**src/rtl/mem_port_arbiter_pkg.sv**
```systemverilog
// rtl/mem_port_arbiter_pkg.sv - shared encodings and defaults for the memory port arbiter
//
// Purpose: arbiter FSM state encodings, port-owner encodings and default
// parameter values shared by mem_port_arbiter and its latency counter.
// Ports: none (package).
package mem_port_arbiter_pkg;

  typedef enum logic [1:0] {
    ARB_IDLE  = 2'd0,
    ARB_ISSUE = 2'd1,
    ARB_WAIT  = 2'd2,
    ARB_DONE  = 2'd3
  } arb_state_t;

  typedef enum logic {
    OWN_IF = 1'b0,
    OWN_D  = 1'b1
  } owner_t;

  localparam int MEM_LAT_DEF = 1;
  localparam int D_BURST_DEF = 4;
  // Wide enough for MEM_LAT-1 with MEM_LAT up to 7.
  localparam int LAT_W       = 3;

endpackage

```
**src/rtl/mem_port_arbiter_lat_counter.sv**
```systemverilog
// rtl/mem_port_arbiter_lat_counter.sv - loadable down-counter with zero flag (arb_lat_counter)
//
// Purpose: counts the remaining memory-latency cycles of the access in flight.
// Ports:
//   clk         in  core clock
//   rst         in  synchronous active-high reset (count -> 0)
//   i_load      in  load i_load_val this cycle (takes precedence over i_dec)
//   i_load_val  in  value to load
//   i_dec       in  decrement by one; saturates at zero
//   o_count     out current count
//   o_zero      out count == 0
module arb_lat_counter #(
  parameter int W = 3
) (
  input  logic         clk,
  input  logic         rst,
  input  logic         i_load,
  input  logic [W-1:0] i_load_val,
  input  logic         i_dec,
  output logic [W-1:0] o_count,
  output logic         o_zero
);

  logic [W-1:0] r_cnt;

  always_ff @(posedge clk) begin
    if (rst) begin
      r_cnt <= '0;
    end else if (i_load) begin
      r_cnt <= i_load_val;
    end else if (i_dec && (r_cnt != '0)) begin
      r_cnt <= r_cnt - 1'b1;
    end
  end

  assign o_count = r_cnt;
  assign o_zero  = (r_cnt == '0);

endmodule

```
**src/rtl/mem_port_arbiter.sv**
```systemverilog
// rtl/mem_port_arbiter.sv - fetch/data arbiter in front of a single-ported unified memory
//
// Purpose: serialises instruction-fetch and data accesses onto one backing
// memory, one access at a time (IDLE -> ISSUE -> WAIT -> DONE). Data has
// priority over fetch. Optional build macro ARB_FAIRNESS_EN adds a d_run
// counter that hands one grant to fetch after D_BURST consecutive data
// grants made while fetch was waiting.
// Ports:
//   clk, rst                     core clock, synchronous active-high reset
//   if_req/if_addr               fetch request and byte address
//   if_rdata/if_valid/if_stall   fetched word, one-cycle done pulse, stall
//   d_req/d_we/d_addr/d_wdata    data request, store flag, address, store data
//   d_rdata/d_valid/d_stall      load data, one-cycle done pulse, stall
//   mem_en/mem_wr                one-cycle access strobe and write qualifier
//   mem_addr/mem_wdata           registered access address and write data
//   mem_rdata                    memory read data, valid MEM_LAT cycles after mem_en
// A requester sees its valid pulse in the DONE cycle; whatever its req line
// shows in that cycle is treated as the next request, so it must drop or
// replace the request as soon as it sees valid.
module mem_port_arbiter
  import mem_port_arbiter_pkg::*;
#(
  parameter int MEM_LAT = MEM_LAT_DEF,
  parameter int D_BURST = D_BURST_DEF
) (
  input  logic        clk,
  input  logic        rst,
  input  logic        if_req,
  input  logic [31:0] if_addr,
  output logic [31:0] if_rdata,
  output logic        if_valid,
  output logic        if_stall,
  input  logic        d_req,
  input  logic        d_we,
  input  logic [31:0] d_addr,
  input  logic [31:0] d_wdata,
  output logic [31:0] d_rdata,
  output logic        d_valid,
  output logic        d_stall,
  output logic        mem_en,
  output logic        mem_wr,
  output logic [31:0] mem_addr,
  output logic [31:0] mem_wdata,
  input  logic [31:0] mem_rdata
);

  if (MEM_LAT < 1 || MEM_LAT > 7 || D_BURST < 1 || D_BURST > 7) begin : g_param_check
    $error("mem_port_arbiter: MEM_LAT and D_BURST must be in 1..7");
  end

  arb_state_t r_state;
  owner_t     r_owner;
  logic       r_we;
  logic       r_if_valid;
  logic       r_d_valid;
  logic       r_mem_en;
  logic       r_mem_wr;
  logic [31:0] r_if_rdata;
  logic [31:0] r_d_rdata;
  logic [31:0] r_mem_addr;
  logic [31:0] r_mem_wdata;

  logic w_arb;
  logic w_gnt_d;
  logic w_gnt_if;
  logic w_lat_load;
  logic w_lat_dec;
  logic w_lat_zero;
  logic [LAT_W-1:0] w_lat_count;

  // Arbitration happens in IDLE and also in DONE so a queued request issues
  // right after the previous access without an idle bubble.
  assign w_arb = (r_state == ARB_IDLE) || (r_state == ARB_DONE);

`ifdef ARB_FAIRNESS_EN
  logic [2:0] r_d_run;
  logic       w_force_if;

  assign w_force_if = if_req && (r_d_run == 3'(D_BURST));
  assign w_gnt_d    = d_req && !w_force_if;

  // Counts data grants that starved a waiting fetch; any other grant restarts it.
  always_ff @(posedge clk) begin
    if (rst) begin
      r_d_run <= 3'd0;
    end else if (w_arb && (d_req || if_req)) begin
      r_d_run <= (w_gnt_d && if_req) ? r_d_run + 3'd1 : 3'd0;
    end
  end
`else
  assign w_gnt_d = d_req;
`endif

  assign w_gnt_if = if_req && !w_gnt_d;

  assign w_lat_load = (r_state == ARB_ISSUE);
  assign w_lat_dec  = (r_state == ARB_WAIT);

  arb_lat_counter #(.W(LAT_W)) u_lat_counter (
    .clk        (clk),
    .rst        (rst),
    .i_load     (w_lat_load),
    .i_load_val (LAT_W'(MEM_LAT - 1)),
    .i_dec      (w_lat_dec),
    .o_count    (w_lat_count),
    .o_zero     (w_lat_zero)
  );

  always_ff @(posedge clk) begin
    if (rst) begin
      r_state     <= ARB_IDLE;
      r_owner     <= OWN_IF;
      r_we        <= 1'b0;
      r_if_valid  <= 1'b0;
      r_d_valid   <= 1'b0;
      r_mem_en    <= 1'b0;
      r_mem_wr    <= 1'b0;
      r_if_rdata  <= 32'd0;
      r_d_rdata   <= 32'd0;
      r_mem_addr  <= 32'd0;
      r_mem_wdata <= 32'd0;
    end else begin
      r_if_valid <= 1'b0;
      r_d_valid  <= 1'b0;
      r_mem_en   <= 1'b0;
      r_mem_wr   <= 1'b0;
      case (r_state)
        ARB_IDLE, ARB_DONE: begin
          if (w_gnt_d) begin
            r_owner     <= OWN_D;
            r_we        <= d_we;
            r_mem_en    <= 1'b1;
            r_mem_wr    <= d_we;
            r_mem_addr  <= d_addr;
            r_mem_wdata <= d_wdata;
            r_state     <= ARB_ISSUE;
          end else if (w_gnt_if) begin
            r_owner     <= OWN_IF;
            r_we        <= 1'b0;
            r_mem_en    <= 1'b1;
            r_mem_addr  <= if_addr;
            r_mem_wdata <= 32'd0;
            r_state     <= ARB_ISSUE;
          end else begin
            r_state <= ARB_IDLE;
          end
        end
        ARB_ISSUE: begin
          r_state <= ARB_WAIT;
        end
        ARB_WAIT: begin
          if (w_lat_zero) begin
            if (r_owner == OWN_IF) begin
              r_if_rdata <= mem_rdata;
              r_if_valid <= 1'b1;
            end else begin
              if (!r_we) begin
                r_d_rdata <= mem_rdata;
              end
              r_d_valid <= 1'b1;
            end
            r_state <= ARB_DONE;
          end
        end
        default: r_state <= ARB_IDLE;
      endcase
    end
  end

  assign if_rdata  = r_if_rdata;
  assign if_valid  = r_if_valid;
  assign if_stall  = if_req && !r_if_valid;
  assign d_rdata   = r_d_rdata;
  assign d_valid   = r_d_valid;
  assign d_stall   = d_req && !r_d_valid;
  assign mem_en    = r_mem_en;
  assign mem_wr    = r_mem_wr;
  assign mem_addr  = r_mem_addr;
  assign mem_wdata = r_mem_wdata;

  logic w_unused;
  assign w_unused = ^w_lat_count;

endmodule

```
**config.mk**
```make
export PLATFORM = sky130hd
export DESIGN_NAME = mem_port_arbiter
export DESIGN_NICKNAME = d
export VERILOG_FILES = /design/src/rtl/mem_port_arbiter_pkg.sv /design/src/rtl/mem_port_arbiter_lat_counter.sv /design/src/rtl/mem_port_arbiter.sv
export SDC_FILE = /design/constraint.sdc
export NUM_CORES = 1
export LEC_CHECK = 0
export CAP_MARGIN = 20
export CORE_MARGIN = 2
export CORE_UTILIZATION = 44
export DETAILED_ROUTE_END_ITERATION = 6
export PLACE_DENSITY_LB_ADDON = 0.08
export SYNTH_ARGS = -nofsm -noshare
export SYNTH_HDL_FRONTEND = slang
export SYNTH_SLANG_ARGS = --single-unit
export TNS_END_PERCENT = 30
```
**constraint.sdc**
```tcl
create_clock -name clk -period 2.8 [get_ports clk]
set_input_delay 0.56 -clock clk [delete_from_list [all_inputs] [get_ports clk]]
set_output_delay 0.56 -clock clk [all_outputs]
set_load 0.02 [all_outputs]
```
==> flow_summary_export.csv, run 1 <==
group,metric,value,unit
critical_path,crit_cells,3,
route,postRouteWirelength,15.70,mm
sta,fin_worst_skew,0.003453,ns
clock_tree,clk_latency,0.41,ns
logic_synthesis,ys_types,32,
logic_synthesis,ys_warn_count,0,
logic_synthesis,ys_ff_latch,139,
clock_tree,path_clk_slew,0.05,ns
floorplan,dieArea,13890,sq um
logic_synthesis,syn-num-nets,700,
critical_path,start_kind,"input port",
critical_path,slowest_delay,0.61,ns
critical_path,critPathBufInv,2,
floorplan,rows,41,
global_route,grt_pass1_vias,4871,
critical_path,path_cells,"clkdlybuf4s50_1 > nor2b_1 > clkdlybuf4s50_1",
logic_synthesis,async_flop_share,0,%
floorplan,ios,267,
layout,syn_to_final_growth,55.78,%
critical_path,reg2reg_depth,5,
clock_tree,clock-sinks,139,
floorplan,fp.dieW,117.9,um
logic_synthesis,synth_top_area_share,48.78,%
critical_path,r2r_start,"r_state[0]$_SDFFE_PP0P_",
route,drt-pass1-iter-count,5,
sta,setup_viol,0,
logic_synthesis,synth_area,5704,sq um
sta,max_freq,0.4089,GHz
critical_path,critical_path.startpoint,"if_req",
route,wl_per_cell,15.78,um
layout,drive_above_1_share,9.599,%
global_route,grt_usage,22.47,%
hold_path,hold_path.class,"flop to flop",
clock_tree,numCtsBuffers,17,
logic_synthesis,ys_top_cells_by_count,"139 x dfxtp_1, 67 x nand2_1, 65 x mux2i_1, 64 x nand2b_1, 50 x nor2_1",
clock_tree,cts_root_buffer,"clkbuf_16",
power_and_ir_drop,powerDensity,840.9,nW/um^2
global_route,antenna_found_initial,0,
critical_path,cp_common_cell,"clkdlybuf4s50_1",
sta,final-hold-violation-count,0,
sta,min_period,2.445,ns
logic_synthesis,synthCells,562,
floorplan,coreArea,12620,sq um
placed_design,port_buffers,266,
logic_synthesis,avgSynthCellArea,10.15,sq um
logic_synthesis,synth.most_common_cell,"dfxtp_1",
clock_tree,ctsResizeCount,0,
sta,max_slew.worst_pin.slew,0.9493,ns
power_and_ir_drop,peakVddDrop,0.5325,mV
sta,rsz0062_at_grt,"no",
sta,final.setup.tns,0,ns
critical_path,critical_path_arrival,1.89,ns
logic_synthesis,synth_edf_count,0,
floorplan,die_h,117.9,um
layout,final_nets,949,
critical_path,worst_path_max_delay_cell,"clkdlybuf4s50_1",
placed_design,place.gp.congestion,0.7649,
flow_run,maxCapViolations,0,
clock_tree,postCtsSetupBuffers,0,
route,drtIter0Drc,222,
sta,slew_violations,0,
floorplan,initial_core_util,45.20,%
critical_path,cp.required,2.24,ns
clock_tree,cts_tree,"done",
route,num_vias,4901,
clock_tree,clock_path_buffers,2,
power_and_ir_drop,p_leak,3.289,nW
critical_path,worstPathMaxFanout,4,
placed_design,hpwl,11.54,mm
sta,fin_crit_sh,87.33,%
clock_tree,htree_levels,4,
critical_path,r2r_slack,0.68,ns
critical_path,critPathKind,"input port to primary output",
status,status,"finished, final reports clean",
route,ant_nets,0,
logic_synthesis,synthTopCellsByArea,"dfxtp_1 49%, mux2i_1 11%, nand2b_1 7.0%",
sta,relSlewSlack,36.68,%
logic_synthesis,yosys.area.top_type,"dfxtp_1",
clock_tree,cts_hold_buf,0,
critical_path,path_delay_family,"buffers and inverters",
critical_path,endpoint,"if_stall",
global_route,grt_pass1_wl,25.19,mm
route,vias_per_cell,4.926,
critical_path,r2r-end,"if_rdata[3]$_SDFFE_PP0P_",
layout,antenna_cells,0,
critical_path,worst_setup_path_end_kind,"primary output",
layout,fin_util,70.41,%
route,drc_errors,0,
global_route,grt_overflow,0,
logic_synthesis,synth.yosys.seq_area_share,48.78,%
logic_synthesis,synth_flop_cell,"dfxtp_1",
global_route,grt_max_degree,69,
-- stage by stage --
step | instances | hold WS [ns] | total power, mW | cell area (sq um) | setup WS, ns
2_1_floorplan | 562 | 0.4660 | 4.367 | 5704 | 0.9517
3_5_place_dp | 964 | 0.4458 | 5.434 | 8330 | 0.3533
3_3_place_gp | 964 | 0.4419 | 5.342 | 8330 | 0.3490
4_1_cts | 995 | 0.4533 | 7.547 | 8886 | 0.3439
5_1_grt | 995 | 0.4692 | 7.861 | 8886 | 0.3215
6_report | 995 | 0.4525 | 7.472 | 8886 | 0.3547
-- worst reg2reg max path: stages, from the launching register on --
cell and delay (ns):
dfxtp_1 0.31, inv_1 0.10, ha_1 0.36, nand4bb_2 0.79, nand2_1 0.33, a21oi_1 0.10
-- flip-flops by register name, indices dropped and copies added, names as in the netlist --
signal,cells
r_owner,1
r_state,2
mem_addr,32
if_rdata,32
r_we,1
u_lat_counter.o_count,3
if_valid,1
mem_wr,1
d_rdata,32
mem_wdata,32
d_valid,1
mem_en,1
-- placed cells by master (no fill, tap or decap), types with 2 or more instances in the layout --
| cell | Yosys | final |
|---|---|---|
| clkdlybuf4s50_1 | 0 | 264 |
| dfxtp_1 | 139 | 139 |
| nand2_1 | 67 | 67 |
| mux2i_1 | 65 | 65 |
| nand2b_1 | 64 | 64 |
| nor2_1 | 50 | 50 |
| a21oi_1 | 36 | 36 |
| a211oi_2 | 30 | 30 |
| a22o_1 | 20 | 20 |
| clkbuf_16 | 0 | 17 |
| a22oi_1 | 13 | 13 |
| buf_4 | 4 | 11 |
| clkinv_2 | 0 | 6 |
| inv_1 | 5 | 5 |
| ha_1 | 5 | 5 |
| clkbuf_8 | 0 | 4 |
| a311oi_1 | 3 | 3 |
| nor2b_1 | 2 | 2 |
| a211oi_1 | 2 | 2 |
| and2_1 | 2 | 2 |
| clkbuf_1 | 7 | 2 |
-- where the power goes --
group	total, mW	internal [mW]	switching, mW	leakage (nW)
clock network	2.09	1.30	0.793	0.278
logic	2.79	1.27	1.52	1.87
registers	2.59	2.38	0.207	1.14
total	7.47	4.95	2.52	3.29
-- layer usage --
| layer | wire length (um) | global-route usage, % | vias to the layer above |
|---|---|---|---|
| li1 | - | - | 2424 |
| met1 | 6200 | 24.31 | 2266 |
| met2 | 7900 | 39.57 | 188 |
| met3 | 1296 | 9.012 | 23 |
| met4 | 302 | 7.982 | 0 |
| met5 | 0 | 0 | - |
-- cell families (layout without fill, tap and decap cells) --
family	after synthesis	count (layout)	synth area share, %
mux	65	65	11.41
buf+inv	51	312	6.032
fa+ha+maj	5	5	1.097
compound gates	108	108	15.81
flops	139	139	48.78
simple gates	194	194	16.87
-- how the worst min path moves through the flow --
stage                                          from                   endpoint  slack [ns]  cells after the start
final                      if_rdata[1]$_SDFFE_PP0P_   if_rdata[1]$_SDFFE_PP0P_        0.45                      2
after global routing      if_rdata[22]$_SDFFE_PP0P_  if_rdata[22]$_SDFFE_PP0P_        0.47                      2
after CTS                  if_rdata[1]$_SDFFE_PP0P_   if_rdata[1]$_SDFFE_PP0P_        0.45                      2
after detailed placement   if_rdata[1]$_SDFFE_PP0P_   if_rdata[1]$_SDFFE_PP0P_        0.45                      2
after global placement     if_rdata[2]$_SDFFE_PP0P_   if_rdata[2]$_SDFFE_PP0P_        0.44                      2
after floorplan                r_owner$_SDFFE_PP0P_        if_valid$_SDFF_PP0_        0.47                      1
-- layout make-up --
type	count	area [sq um]
Clock inverter	8	67.56
Tap cell	172	215.2
Sequential cell	139	2783
Inverter	5	18.77
Multi-Input combinational cell	372	2584
Timing Repair Buffer	276	2730
Clock buffer	23	488.0
Fill cell	1023	3734
Note: power is estimated with default switching activity, not from simulation.
==> inputs of run 2 (changes only) <==
--- a/config.mk
+++ b/config.mk
@@ -9,7 +9,7 @@
 export CORE_MARGIN = 2
 export CORE_UTILIZATION = 44
 export DETAILED_ROUTE_END_ITERATION = 6
-export PLACE_DENSITY_LB_ADDON = 0.08
+export PLACE_DENSITY_LB_ADDON = 0.1
 export SYNTH_ARGS = -nofsm -noshare
 export SYNTH_HDL_FRONTEND = slang
 export SYNTH_SLANG_ARGS = --single-unit
==> flow_summary_export.csv, run 2 (same netlist as run 1, synthesis figures left out) <==
group,metric,value,unit
floorplan,coreArea,12620,sq um
layout,final_nets,949,
route,drc_errors,0,
critical_path,worst_path_max_delay_cell,"clkdlybuf4s50_1",
sta,fin_worst_skew,0.006854,ns
critical_path,critPathKind,"input port to primary output",
placed_design,hpwl,11.47,mm
power_and_ir_drop,powerDensity,836.7,nW/um^2
critical_path,worst_setup_path_end_kind,"primary output",
clock_tree,clock-sinks,139,
route,num_vias,4880,
clock_tree,clock_path_buffers,2,
critical_path,r2r_slack,0.88,ns
critical_path,critPathBufInv,2,
clock_tree,ctsResizeCount,0,
sta,slew_violations,0,
floorplan,die_h,117.9,um
route,vias_per_cell,4.900,
critical_path,cp.required,2.24,ns
clock_tree,cts_hold_buf,0,
global_route,grt_overflow,0,
layout,drive_above_1_share,9.466,%
global_route,antenna_found_initial,0,
clock_tree,path_clk_slew,0.05,ns
sta,fin_crit_sh,86.82,%
critical_path,path_delay_family,"buffers and inverters",
critical_path,critical_path_arrival,1.87,ns
sta,setup_viol,0,
clock_tree,numCtsBuffers,17,
layout,syn_to_final_growth,56.00,%
sta,final-hold-violation-count,0,
route,postRouteWirelength,15.67,mm
sta,final.setup.tns,0,ns
critical_path,reg2reg_depth,5,
power_and_ir_drop,peakVddDrop,0.4307,mV
layout,final_common_cell,"clkdlybuf4s50_1",
clock_tree,htree_levels,4,
flow_run,maxCapViolations,0,
sta,relSlewSlack,50.93,%
critical_path,slowest_delay,0.61,ns
route,drt-pass1-iter-count,4,
critical_path,crit_cells,3,
critical_path,cp_common_cell,"clkdlybuf4s50_1",
route,ant_nets,0,
global_route,grt_usage,22.77,%
global_route,grt_pass1_vias,4991,
power_and_ir_drop,report.power.total,7.446,mW
hold_path,worstHoldPathCells,2,
sta,max_freq,0.4114,GHz
clock_tree,cts_root_buffer,"clkbuf_16",
critical_path,worstPathMaxFanout,4,
critical_path,start_kind,"input port",
status,status,"finished, final reports clean",
floorplan,dieArea,13890,sq um
sta,max_slew.worst_pin.slew,0.7360,ns
route,wl_per_cell,15.73,um
floorplan,ios,267,
sta,rsz0062_at_grt,"no",
global_route,grt_max_degree,87,
global_route,grt_pass1_wl,25.52,mm
route,drtIter0Drc,197,
layout,antenna_cells,0,
floorplan,rows,41,
clock_tree,cts_tree,"done",
placed_design,place.gp.congestion,0.7626,
clock_tree,clk_latency,0.41,ns
sta,min_period,2.431,ns
floorplan,initial_core_util,45.20,%
critical_path,path_cells,"clkdlybuf4s50_1 > nor2b_1 > clkdlybuf4s50_1",
hold_path,hold_path.class,"flop to flop",
floorplan,fp.dieW,117.9,um
layout,final_cell_mix,"264 x clkdlybuf4s50_1, 139 x dfxtp_1, 67 x nand2_1",
power_and_ir_drop,p_leak,3.299,nW
clock_tree,postCtsSetupBuffers,0,
placed_design,port_buffers,266,
==> run 2: cell count changes in the layout (fill, tap and decap cells not counted), sizes merged <==
| cell | change |
|---|---|
| clkinvlp | -1 |
| clkinv | +2 |
==> run 2: final timing paths <==
kind	endpoint	start
setup reg to reg	if_rdata[24]$_SDFFE_PP0P_	r_state[0]$_SDFFE_PP0P_
hold / removal	if_rdata[3]$_SDFFE_PP0P_	if_rdata[3]$_SDFFE_PP0P_
setup / recovery	if_stall	if_req
hold reg to reg	if_rdata[3]$_SDFFE_PP0P_	if_rdata[3]$_SDFFE_PP0P_
==> run 2: area by class of cell <==
class,count,area [sq um]
flip-flops and latches,139,2783
multi-input cells,372,2579
clock buffers,23,478.0
fillers,1021,3721
clock inverters,9,70.07
inverters,5,18.77
repair buffers,276,2755
well taps,172,215.2
==> run 2: metal layers <==
metal | up-vias | track usage [%] | share of wire (%)
li1 | 2417 | - | -
met3 | 20 | 9.351 | 8.0
met4 | 0 | 7.229 | 1.7
met1 | 2271 | 25.12 | 41
met2 | 172 | 39.79 | 49
met5 | - | 0 | 0
==> run 2: report_power, final <==
part | internal [mW] | total [mW] | switching [mW]
Clock | 1.28 | 2.06 | 0.780
Combinational | 1.28 | 2.80 | 1.52
Sequential | 2.38 | 2.59 | 0.207
==> run 2: tightest hold or removal path, delay by kind of cell, from the launching register on <==
family          cells  cell delay (ns)
flops               1             0.30
simple gates        1             0.05
compound gates      1             0.05
==> run 2: per-stage QoR <==
step	hold WS (ns)	area [sq um]	worst slack [ns]	instances	utilization, %
CTS	0.4553	8899	0.3664	996	70.51
global placement	0.4419	8351	0.3551	964	66.17
global route	0.4785	8899	0.3147	996	70.51
detailed placement	0.4477	8351	0.3573	964	66.17
finish	0.4514	8899	0.3691	996	70.51
floorplan	0.4660	5704	0.9517	562	-
